[config.mk]
export PLATFORM = sky130hd
export DESIGN_NAME = mantissa_alu_pipe
export DESIGN_NICKNAME = d
export VERILOG_FILES = /design/src/rtl/mantissa_alu_pipe.sv
export SDC_FILE = /design/constraint.sdc
export NUM_CORES = 1
export LEC_CHECK = 0
export CAP_MARGIN = 40
export CORE_UTILIZATION = 56
export CTS_CLUSTER_DIAMETER = 120
export DETAILED_ROUTE_END_ITERATION = 8
export PLACE_DENSITY = 0.8
export SETUP_SLACK_MARGIN = 0.02
export SLEW_MARGIN = 20
export SYNTH_ARGS = -nofsm -noshare
export SYNTH_HDL_FRONTEND = slang
export SYNTH_SLANG_ARGS = --single-unit
[constraint.sdc]
create_clock -name i_clk -period 2 [get_ports i_clk]
set_clock_uncertainty 0.1 [all_clocks]
set_input_delay 0.4 -clock i_clk [delete_from_list [all_inputs] [get_ports i_clk]]
set_output_delay 0.4 -clock i_clk [all_outputs]
set_load 0.01 [all_outputs]
[src/rtl/mantissa_alu_pipe.sv]
// Pipelined sign-magnitude mantissa add/subtract with zero and leading-zero flags.
// Define MANTISSA_ALU_PIPE_LZC_EN to build the leading-zero counter on o_lzc.
module mantissa_alu_pipe #(
    parameter int SIZE_MANTISSA = 28,
    parameter int NUM_STAGE     = 2,
    localparam int SIZE_LZC     = $clog2(SIZE_MANTISSA + 1)
) (
    input  logic                     i_clk,
    input  logic                     i_rst_n,
    input  logic                     i_valid,
    output logic                     o_ready,
    input  logic                     i_op_sub,
    input  logic                     i_sign_a,
    input  logic                     i_sign_b,
    input  logic [SIZE_MANTISSA-1:0] i_mantissa_a,
    input  logic [SIZE_MANTISSA-1:0] i_mantissa_b,
    output logic                     o_valid,
    input  logic                     i_ready,
    output logic                     o_sign_result,
    output logic [SIZE_MANTISSA-1:0] o_mantissa_result,
    output logic                     o_overflow,
    output logic                     o_zero,
    output logic [SIZE_LZC-1:0]      o_lzc
);

    typedef struct packed {
        logic                     sign;
        logic                     ovf;
        logic [SIZE_MANTISSA-1:0] mant;
    } stage_t;

    logic                   eff_sub;
    logic [SIZE_MANTISSA:0] sum;
    logic [SIZE_MANTISSA:0] diff;
    logic                   borrow;
    stage_t                 stage_d;
    stage_t                 last_in;
    stage_t                 out_q;
    logic                   zero_q;
    logic [NUM_STAGE:1]     vld_q;
    logic [NUM_STAGE:0]     vld_pipe;
    logic                   advance;

    assign vld_pipe = {vld_q, i_valid};
    assign o_valid  = vld_pipe[NUM_STAGE];
    assign o_ready  = ~o_valid | i_ready;
    assign advance  = o_ready;

    assign eff_sub = i_op_sub ^ i_sign_a ^ i_sign_b;
    assign sum     = {1'b0, i_mantissa_a} + {1'b0, i_mantissa_b};
    // One wide subtractor: its borrow both orders the operands and picks the negation.
    assign diff    = {1'b0, i_mantissa_a} - {1'b0, i_mantissa_b};
    assign borrow  = diff[SIZE_MANTISSA];

    always_comb begin
        stage_d = '0;
        if (!eff_sub) begin
            stage_d.mant = sum[SIZE_MANTISSA-1:0];
            stage_d.ovf  = sum[SIZE_MANTISSA];
            stage_d.sign = i_sign_a;
        end else if (borrow) begin
            stage_d.mant = ~diff[SIZE_MANTISSA-1:0] + 1'b1;
            stage_d.sign = i_sign_b ^ i_op_sub;
        end else begin
            stage_d.mant = diff[SIZE_MANTISSA-1:0];
            stage_d.sign = (diff[SIZE_MANTISSA-1:0] != '0) ? i_sign_a : 1'b0;
        end
    end

    always_ff @(posedge i_clk or negedge i_rst_n) begin
        if (!i_rst_n)     vld_q <= '0;
        else if (advance) vld_q <= vld_pipe[NUM_STAGE-1:0];
    end

    generate
        if (NUM_STAGE == 1) begin : g_direct
            assign last_in = stage_d;
        end else begin : g_dly
            // Stage 1 holds the add/subtract result; later entries are pure delay.
            stage_t dly_q [1:NUM_STAGE-1];
            always_ff @(posedge i_clk or negedge i_rst_n) begin
                if (!i_rst_n) begin
                    for (int k = 1; k < NUM_STAGE; k++) dly_q[k] <= '0;
                end else if (advance) begin
                    if (vld_pipe[0]) dly_q[1] <= stage_d;
                    for (int k = 2; k < NUM_STAGE; k++)
                        if (vld_pipe[k-1]) dly_q[k] <= dly_q[k-1];
                end
            end
            assign last_in = dly_q[NUM_STAGE-1];
        end
    endgenerate

`ifdef MANTISSA_ALU_PIPE_LZC_EN
    logic [SIZE_LZC-1:0] lzc_q;

    function automatic logic [SIZE_LZC-1:0] lzc_f(input logic [SIZE_MANTISSA-1:0] v);
        lzc_f = SIZE_LZC'(SIZE_MANTISSA);
        for (int i = 0; i < SIZE_MANTISSA; i++)
            if (v[i]) lzc_f = SIZE_LZC'(SIZE_MANTISSA - 1 - i);
    endfunction

    always_ff @(posedge i_clk or negedge i_rst_n) begin
        if (!i_rst_n)                            lzc_q <= '0;
        else if (advance && vld_pipe[NUM_STAGE-1]) lzc_q <= lzc_f(last_in.mant);
    end

    assign o_lzc = lzc_q;
`else
    assign o_lzc = '0;
`endif

    always_ff @(posedge i_clk or negedge i_rst_n) begin
        if (!i_rst_n) begin
            out_q  <= '0;
            zero_q <= 1'b0;
        end else if (advance && vld_pipe[NUM_STAGE-1]) begin
            out_q  <= last_in;
            zero_q <= (last_in.mant == '0);
        end
    end

    assign o_sign_result     = out_q.sign;
    assign o_mantissa_result = out_q.mant;
    assign o_overflow        = out_q.ovf;
    assign o_zero            = zero_q;

endmodule

==> results of run 1 <==
## cells in the mapped netlist, drive strengths merged, types with 13 or more instances
cell type | count | area share (%)
a21oi | 81 | 6.0
mux2 | 31 | 5.2
nor2 | 65 | 3.6
clkbuf | 29 | 2.8
xnor2 | 55 | 7.3
nand2 | 63 | 3.5
a21o | 14 | 1.6
dfrtp | 63 | 24
buf | 18 | 1.9
inv | 66 | 3.7
o21ai | 67 | 5.2
nor4 | 13 | 1.3
ha | 57 | 11
xor2 | 19 | 2.5
## timing repair
action / 4_1_cts
endpoints found under the setup margin: 30
resized for setup: 211
hold buffers: 1
buffers inserted: 31
gates cloned: 0
hold endpoints to repair: 56
pin swaps: 91
## cells by family after synthesis
kind of cell	Yosys count
compound gates	258
other cells	1
simple gates	214
buf+inv	114
xor+xnor	74
flops	63
fa+ha+maj	59
mux	33
## per-layer routing
| metal | global-route usage (%) | GRT overflow |
|---|---|---|
| met1 | 86.9 | 6 |
| met4 | 112 | 225 |
| met3 | 69.8 | 3 |
| met5 | 20.8 | 0 |
| met2 | 121 | 562 |
## through the flow
step	TNS (ps)	area, um^2	instances	worst slack [ps]
detailed placement	-61370	9620	1255	-2420
floorplan	-34460	6960	820	-1620
global placement	-57130	9620	1255	-2250
CTS	-35920	10800	1303	-1510
==> qor.yml, run 1 <==
synthesis:
  synth_ff_type: "dfrtp_1"
  synth.yosys.warnings: 0
  synthDistinctLibCells: 86
  synth-edff-count: 0
  syn_area_per_cell_um2: 8.22
  synthMuxAreaShare_pct: 5.69
  synth_area_mm2: 0.00670
  synthCells: 816
  yosysSeqAreaShare_pct: 23.5
  synth_top_family_by_area: "compound AO/OA/AOI/OAI gates"
  ys_ff_latch: 63
  yosys.area_share.adder_pct: 11.2
  synth_xor_area_share_pct: 9.78
  synthArstFlopShare_pct: 100
  synth-compound-area-share_pct: 25.2
  synthSimpleGateAreaFrac_pct: 15.9
place:
  portBuffers: 95
  dp_hpwl_um: 18400
  place_congestion: 0.971
global_routing:
  grt_overflow: 796
  grt_max_degree: 64
  grt_usage_pct: 94.0
clocking:
  ctsRootBufferMaster: "clkbuf_16"
  cts.sinks: 63
  clockBufferDepth: 2
  cts_buffers: 9
  htree_levels: 3
outcome:
  status: "stopped before the end"
  lastStage: "5_1_grt"
  tool.error: "[ERROR GRT-0232] Routing congestion too high. Check the congestion heatmap in the GUI."
die:
  rows: 39
  io_pins: 101
  die_x_um: 111
  initial_utilization_pct: 58.0
  dieHeight_um: 111
sta:
  crit_endpoint: "g_dly.dly_q[21]$_DFFE_PN0P_/D"
  worst-ep-kind: "register input"
==> run 2: changes to the inputs <==
CORE_UTILIZATION = 40   (was 56)
CTS_CLUSTER_DIAMETER = default   (was 120)
PLACE_DENSITY = default   (was 0.8)
PLACE_DENSITY_LB_ADDON = 0.15   (was default)
SETUP_SLACK_MARGIN = default   (was 0.02)
==> qor.yml, run 2 <==
outcome:
  status: "complete, but fails checks"
  failed_checks: "setup timing"
die:
  die_x_um: 131
  dieHeight_um: 131
  fp.dieArea_mm2: 0.0173
  core_area_mm2: 0.0161
  initial_utilization_pct: 41.6
  io_pins: 101
  rows: 46
sta:
  tightest_slew_ps: 609
  slew_viol_final: 0
  rsz0062_at_grt: "true"
  max_freq_ghz: 0.291
  max_slew_margin_pct: 59.0
  timing.final.crit_share_pct: 172
  setup_ws_ps: -1440
  timing.final.hold_violations: 0
  setup_viol: 29
  tns_ps: -33990
  period_needed_ps: 3440
clocking:
  htree_levels: 3
  clockBufferDepth: 2
  cts.sinks: 63
  path_clk_slew_ps: 50
  ctsRootBufferMaster: "clkbuf_16"
  clkLatencyLatePin_ps: 320
  cts_buffers: 9
  cts_tree: "done"
route:
  route.detailed.wl_per_inst_um: 14.7
  viasPerCell: 5.14
  drc: 0
  num_vias: 7135
  drtIter0Drc: 400
  wirelength_um: 20400
  dr.pass1.iters: 5
  drtAntennaViolNets: 0
critical_path:
  worstReg2RegEnd: "g_dly.dly_q[27]$_DFFE_PN0P_"
  critPathKind: "primary input to register"
  r2r_setup_slack_ps: 510
  r2r_cells: 6
  crit_cells: 15
  required_ps: 2100
  cp_cell_sequence: "buf_12, inv_12, ha_4, inv_2, fa_2, a211oi_4, o21a_4, o22ai_2, a211o_1, nor4b_4, nand3b_4, and4bb_2, or4b_1, and3_1, a22o_1"
  critPathSlowestCell: "or4b_1"
  setup.worst_path.start_class: "primary input"
  critPathTopFamily: "simple AND/OR/NAND/NOR gates"
  rr_startpoint: "vld_q[2]$_DFFE_PN0N_"
  crit_buf_inv: 3
  end_kind: "register"
  cp.arrival_ps: 3540
  max_stage_delay_ps: 430
  crit_fanout: 3
place:
  dp_hpwl_um: 15600
  place_congestion: 0.901
  dp.cells: 1328
  dpl_cell_area_mm2: 0.00968
  portBuffers: 95
synthesis:
  syn_area_per_cell_um2: 8.22
  synth.yosys.warnings: 0
  synth_area_mm2: 0.00670
  synthDistinctLibCells: 86
  synth-edff-count: 0
  synth_ff_type: "dfrtp_1"
  netlist_top_cells_count: "a21oi_1, inv_1, nor2_1, o21ai_0"
  ys_top_cells_by_area: "dfrtp_1, ha_1, xnor2_1"
  synthArstFlopShare_pct: 100
  ys_ff_latch: 63
  yosysSeqAreaShare_pct: 23.5
  synth_most_common_cell: "a21oi_1"
  yosys.area.top_type: "dfrtp_1"
  yosysTopAreaCellShare_pct: 23.5
  synthCells: 816
layout:
  antenna_cells: 0
  drive_gt1_share_pct: 43.6
  fin_area_mm2: 0.0112
  area_growth_pct: 66.4
  final_cell_mix: "buf_4, dfrtp_1, nand2_1, clkdlybuf4s50_1, nor2_1"
  largest_reg_flops: 30
  final_util_pct: 69.2
  layout.cells.non_filler: 1388
  layout_commonest_cell: "buf_4"
  top_register: "g_dly.dly_q"
  nFillCells: 1297
  fin_nets: 1289
global_routing:
  grt_overflow: 0
  grt_pass1_wl_um: 34100
  antenna_found_initial: 0
  grt_pass1_vias: 7125
  grt_max_degree: 64
  grt_usage_pct: 23.9
power:
  p_per_area_mw_per_mm2: 745
  power.total_w: 0.00831
  leakage_nw: 5.04
  peakVddDrop_uv: 855
hold_path:
  holdPathStages: 2
  min_from: "vld_q[1]$_DFFE_PN0N_"
  hold_class: "register to register"
  hold_end: "vld_q[2]$_DFFE_PN0N_"
job:
  cap_violations: 0
run 2: layout make-up:
type	count	area, um^2	area share [%]
timing repair buffer	383	3210	28.8
inverter	66	263	2.35
tap	216	270	2.42
clock buffer	14	284	2.55
clock inverter	2	60.1	0.538
sequential	63	1580	14.1
multi-input combinational	644	5490	49.2
run 2: cells by family (layout without fill, tap and decap cells):
kind of cell | after synthesis | count (layout) | synth area share, %
AO/OA/AOI/OAI | 258 | 259 | 25.2
XOR/XNOR | 74 | 74 | 9.78
adder cells (fa/ha/maj) | 59 | 59 | 11.2
buffers and inverters | 114 | 465 | 8.64
flip-flops | 63 | 63 | 23.5
multiplexers | 33 | 33 | 5.69
other | 1 | 5 | 0.0559
AND/OR/NAND/NOR | 214 | 214 | 15.9
run 2: worst max-delay path by stage:
stage	startpoint	to	slack, ps
floorplan	i_mantissa_a[0]	g_dly.dly_q[20]$_DFFE_PN0P_	-1620
global placement	i_mantissa_a[0]	g_dly.dly_q[20]$_DFFE_PN0P_	-2240
detailed placement	i_mantissa_a[0]	g_dly.dly_q[20]$_DFFE_PN0P_	-2290
CTS	i_mantissa_a[0]	g_dly.dly_q[20]$_DFFE_PN0P_	-1430
global route	i_mantissa_a[0]	g_dly.dly_q[23]$_DFFE_PN0P_	-1590
finish	i_mantissa_a[0]	g_dly.dly_q[20]$_DFFE_PN0P_	-1440
run 2: metrics by stage:
| stage | worst slack, ps | hold WS, ps |
|---|---|---|
| after floorplan | -1620 | 4.41 |
| after global placement | -2240 | 338 |
| after detailed placement | -2290 | 334 |
| after CTS | -1430 | 367 |
| after global routing | -1590 | 376 |
| final | -1440 | 368 |
run 2: repair_timing:
item                                    CTS  global route
hold buffers                              1             0
setup buffers                            34            11
pin swaps                                87            44
resized for setup                       215            36
endpoints found under the setup margin   30            29
hold endpoints to repair                 44             0
gates cloned                              1             0
run 2: metal layers:
layer	up-vias	GRT usage, %	part of all wire (%)
met2	184	40.7	49
met3	24	1.85	3.1
met4	0	5.62	1.4
met1	3331	32.7	47
met5	-	0	0
li1	3596	-	-
run 2: report_power, final:
| group | switching (W) | internal, W | total, W |
|---|---|---|---|
| Sequential | 0.000327 | 0.00177 | 0.00210 |
| Combinational | 0.00201 | 0.00248 | 0.00449 |
| Clock | 0.000500 | 0.00122 | 0.00173 |
run 2: worst reg2reg max path, cell delays in order (launching register included):
cell	delay, ps
dfrtp_1	370
nand2b_1	80
buf_4	130
nand2_1	80
nor2_1	360
nand2_1	110
o221a_2	140
Note: power is estimated with default switching activity, not from simulation.
==> RTL edit 1 (flow settings as in run 2) <==
The option `MANTISSA_ALU_PIPE_LZC_EN` is turned on by a define.
--- a/src/rtl/mantissa_alu_pipe.sv
+++ b/src/rtl/mantissa_alu_pipe.sv
@@ -1,5 +1,7 @@
 // Pipelined sign-magnitude mantissa add/subtract with zero and leading-zero flags.
 // Define MANTISSA_ALU_PIPE_LZC_EN to build the leading-zero counter on o_lzc.
+`define MANTISSA_ALU_PIPE_LZC_EN
+
 module mantissa_alu_pipe #(
     parameter int SIZE_MANTISSA = 28,
     parameter int NUM_STAGE     = 2,
Function: changed (a bounded check fails within 4 cycles, from zero or initial values and one cycle with i_rst_n low).
==> RTL edit 1 against run 2 <==
The flow still finishes with violations (setup timing). Final area is 1.4% higher. Utilization grew 0.99 points. Worst setup slack worse by 0.18 ns. Sequential cell count grew 5. Critical path depth rose by 1. Critical path type unchanged. Via count grew 3.7%. Power is 2.2% higher. Synthesized area up 0.15%. Routed wire length up 2.9%.
==> RTL edit 1: results (changes against run 2) <==
stage,metric,value,unit,change
run_status,outcome,finished with violations,,
run_status,violations,setup timing,,
power,power.internal,5.42,mW,-0.99%
logic_synthesis,synthTopCellsByCount,"73 x sky130_fd_sc_hd__a21oi_1, 69 x sky130_fd_sc_hd__nand2_1, 68 x sky130_fd_sc_hd__dfrtp_1, 66 x sky130_fd_sc_hd__inv_1",,
sta,tightest_slew_margin_relative_to_the_limit,0.496,,-0.0938
global_routing,largest_net_degree_at_the_start_of_global_routing,69,,+7.8%
logic_synthesis,ys_top_cells_by_area,"sky130_fd_sc_hd__dfrtp_1 25%, sky130_fd_sc_hd__ha_1 11%, sky130_fd_sc_hd__xnor2_1 6.1%",,
global_routing,grt.total_usage,0.239,,-0.000397
sta,setup_viol,29,,unchanged
power,powerClk,1.49,mW,-14%
sta,setup_tns,-37.29,ns,-3.30 ns
placement,detailedPlace.worstSlack,-2.63,ns,-0.338 ns
placement,hpwlAfterDp,16100,microns,+3.0%
power,leakagePower,5.14,nW,+2.0%
placement,io_buffer_count,100,,+5.3%
routing,detail_route.vias_per_cell,5.23,,+1.8%
sta,setup_slack,-1.62,ns,-0.177 ns
logic_synthesis,yosysUniqueCellTypes,75,,-13%
placement,gp_routability_congestion,0.926,,+2.8%
final_layout,post_layout_nets,1316,,+2.1%
routing,postRouteWirelength,20900,microns,+2.9%
logic_synthesis,seq_area_frac_synth,0.253,,+0.0183
routing,total_length_of_routed_met2_wires,9690,microns,-2.1%
worst_setup_path,critPathSlowestCell,sky130_fd_sc_hd__or4b_4,,
power,power.density,751,nW/um^2,+0.76%
worst_setup_path,worstRegToRegCells,10,,+4
logic_synthesis,syn-mean-instance-area,8.03,sq um,-2.2%
global_routing,first_global_vias,7045,,-1.1%
routing,wl_met3,687,microns,+11%
placement,place.detailed.instances,1369,,+3.1%
placement,placed_area,9870,sq um,+1.9%
sta,final.hold.worst_slack,0.370,ns,+0.00182 ns
global_routing,grt_first_pass_wirelength,34200,microns,+0.30%
power,combinationalPower,4.72,mW,+5.1%
power,worst_ir_drop_vdd,613,uV,-28%
final_layout,post_route_cells_drive_above_1_share,0.406,,-0.0303
RTL edit 1: cell count changes after synthesis, sizes merged, moves of 7 or more:
cell    before  now
a21oi       81   73
clkbuf      29   21
nand3        9   17
nor3        11   19
or3          2   10
xnor2       55   47
o21bai       9   16
o31ai        7   14
RTL edit 1: worst max path at each step:
stage | endpoint | cells past startpoint
2_1_floorplan | g_dly.dly_q[26] | 15
3_3_place_gp | g_dly.dly_q[26] | 16
3_5_place_dp | g_dly.dly_q[26] | 16
4_1_cts | g_dly.dly_q[27] | 17
5_1_grt | g_dly.dly_q[18] | 16
6_report | g_dly.dly_q[18] | 16
RTL edit 1: metal layers:
layer	track usage	vias up
met3	0.0162	20
met4	0.0581	0
met2	0.393	163
met5	0	-
li1	-	3741
met1	0.338	3475
RTL edit 1: cell families (layout without fill, tap and decap cells):
logic type | after synthesis | count (layout) | share of synthesized area
buf+inv | 105 | 467 | 0.0630
compound gates | 280 | 280 | 0.274
flops | 68 | 68 | 0.253
xor+xnor | 65 | 65 | 0.0848
mux | 30 | 30 | 0.0494
simple gates | 229 | 229 | 0.163
fa+ha+maj | 59 | 59 | 0.112
RTL edit 1: layout make-up:
type	instances	area, sq um	share of cell area
multi-input combinational	663	5540	0.490
timing repair buffer	384	3250	0.287
sequential	68	1700	0.150
clock buffer	14	284	0.0251
tap	216	270	0.0239
inverter	68	268	0.0237
clock inverter	1	5.00	0.000442
RTL edit 1: what timing repair did:
| item | CTS | global route |
|---|---|---|
| hold buffers | 1 | 0 |
| endpoints found under the setup margin | 31 | 31 |
| hold endpoints to repair | 15 | 0 |
| pin swaps | 72 | 63 |
| gates cloned | 0 | 0 |
| resized for setup | 168 | 82 |
| buffers inserted | 14 | 17 |
==> RTL edit 2 (settings of run 2) <==
Made on the original files. Put a register stage on the output `o_overflow`. The value now appears one clock later. The other outputs are not delayed to match.
--- a/src/rtl/mantissa_alu_pipe.sv
+++ b/src/rtl/mantissa_alu_pipe.sv
@@ -122,7 +122,9 @@
 
     assign o_sign_result     = out_q.sign;
     assign o_mantissa_result = out_q.mant;
-    assign o_overflow        = out_q.ovf;
+    always_ff @(posedge i_clk) begin
+        o_overflow <= out_q.ovf;
+    end
     assign o_zero            = zero_q;
 
 endmodule
Function: changed (a bounded check fails within 4 cycles, from zero or initial values and one cycle with i_rst_n low).
==> RTL edit 2 against run 2 <==
The run still ends with setup timing left. Sequential cell count grew 1. Worst setup slack worse by 0.0093 ns. Non-clock buffer count is 11 higher. Synthesized area up 3.4%. Die area is 3.4% higher. Power fell by 4.1%. Hold slack lost 0.10 ns. Final area down 0.58%. Routed wire length rose by 0.42%. Highest routed layer unchanged.
==> RTL edit 2: results (changes against run 2) <==
stage,metric,value,unit,change
logic_synthesis,synthesis.instances,845,,+3.6%
power,power.share.combinational,0.559,,+0.019
final_layout,final_cell_count_no_fill,1404,,+1.2%
logic_synthesis,synth_async_sr_flop_share,0.984,,-0.0156
worst_setup_path,worst-r2r-setup-slack,0.44,ns,-0.07 ns
placement,detailedPlace.worstSlack,-2.33,ns,-0.0415 ns
worst_setup_path,timing.critical_path.arrival,3.56,ns,+0.02 ns
placement,place.detailed.instances,1345,,+1.3%
cts,postCtsSetupBuffers,26,,-24%
placement,io_buffer_count,95,,unchanged
run_status,violations,setup timing,,
routing,total_length_of_routed_met2_wires,9480,microns,-4.2%
hold_path,worst_hold_path.endpoint,o_overflow,,
logic_synthesis,synth_xor_xnor_area_share,0.0946,,-0.00325
hold_path,hold_depth,0,,-2
logic_synthesis,seq_area_frac_synth,0.230,,-0.00492
routing,drt_first_iter_violations,425,,+6.3%
global_routing,antenna_found_initial,0,,unchanged
logic_synthesis,yosysUniqueCellTypes,87,,+1.2%
global_routing,grt.total_usage,0.233,,-0.00604
sta,setup_tns,-33.66,ns,+0.328 ns
sta,setup_viol,29,,unchanged
run_status,outcome,finished with violations,,
routing,route.layer.met1.wl,10000,microns,+4.5%
cts,postCtsResizedCells,194,,-9.8%
placement,placed_area,9810,sq um,+1.3%
power,swShare,0.352,,+0.0104
placement,hpwlAfterDp,15700,microns,+0.37%
cts,htreeDepth,3,,unchanged
hold_path,timing.hold.worst.start,out_q[28],,
logic_synthesis,synth_compound_gate_area_share,0.243,,-0.00836
worst_setup_path,critical_path_peak_fanout,4,,+1
global_routing,global_route_met3_utilization,0.0171,,-0.00140
logic_synthesis,post_synth_mux_area_share,0.0550,,-0.00189
logic_synthesis,ys_top_cells_by_area,"sky130_fd_sc_hd__dfrtp_1 23%, sky130_fd_sc_hd__ha_1 10%, sky130_fd_sc_hd__xnor2_1 6.8%",,
power,leakagePower,5.04,nW,+0.14%
final_layout,post_route_cells_drive_above_1_share,0.438,,+0.00234
global_routing,groute.layer.met1.usage,0.335,,+0.00761
placement,gp_routability_congestion,0.885,,-1.8%
global_routing,grtUsageMet2,0.377,,-0.0304
global_routing,grt_first_pass_wirelength,33800,microns,-0.67%
sta,worstMarginPinSlew,0.537,ns,-0.0722 ns
sta,setup_slack,-1.45,ns,-0.00926 ns
routing,postRouteWirelength,20400,microns,+0.42%
logic_synthesis,synth-adder-area-share,0.109,,-0.00373
[RTL edit 2: worst max-delay path, cell delays in order]
cell and delay (ns):
sky130_fd_sc_hd__buf_12 0.11, sky130_fd_sc_hd__inv_12 0.04, sky130_fd_sc_hd__ha_4 0.13, sky130_fd_sc_hd__inv_2 0.04
sky130_fd_sc_hd__fa_2 0.39, sky130_fd_sc_hd__a211oi_4 0.30, sky130_fd_sc_hd__o21a_4 0.19, sky130_fd_sc_hd__o22ai_2 0.07
sky130_fd_sc_hd__a211o_1 0.32, sky130_fd_sc_hd__nor4b_4 0.38, sky130_fd_sc_hd__nand3b_4 0.11, sky130_fd_sc_hd__and4bb_2 0.31
sky130_fd_sc_hd__or4b_1 0.42, sky130_fd_sc_hd__and3_1 0.18, sky130_fd_sc_hd__a22o_1 0.17
[RTL edit 2: area by class of cell]
type / count / area [sq um]
fill: 1441 / 5670
inverter: 66 / 263
multi-input combinational: 644 / 5410
clock buffer: 16 / 272
timing repair buffer: 394 / 3280
sequential: 64 / 1600
tap: 220 / 275
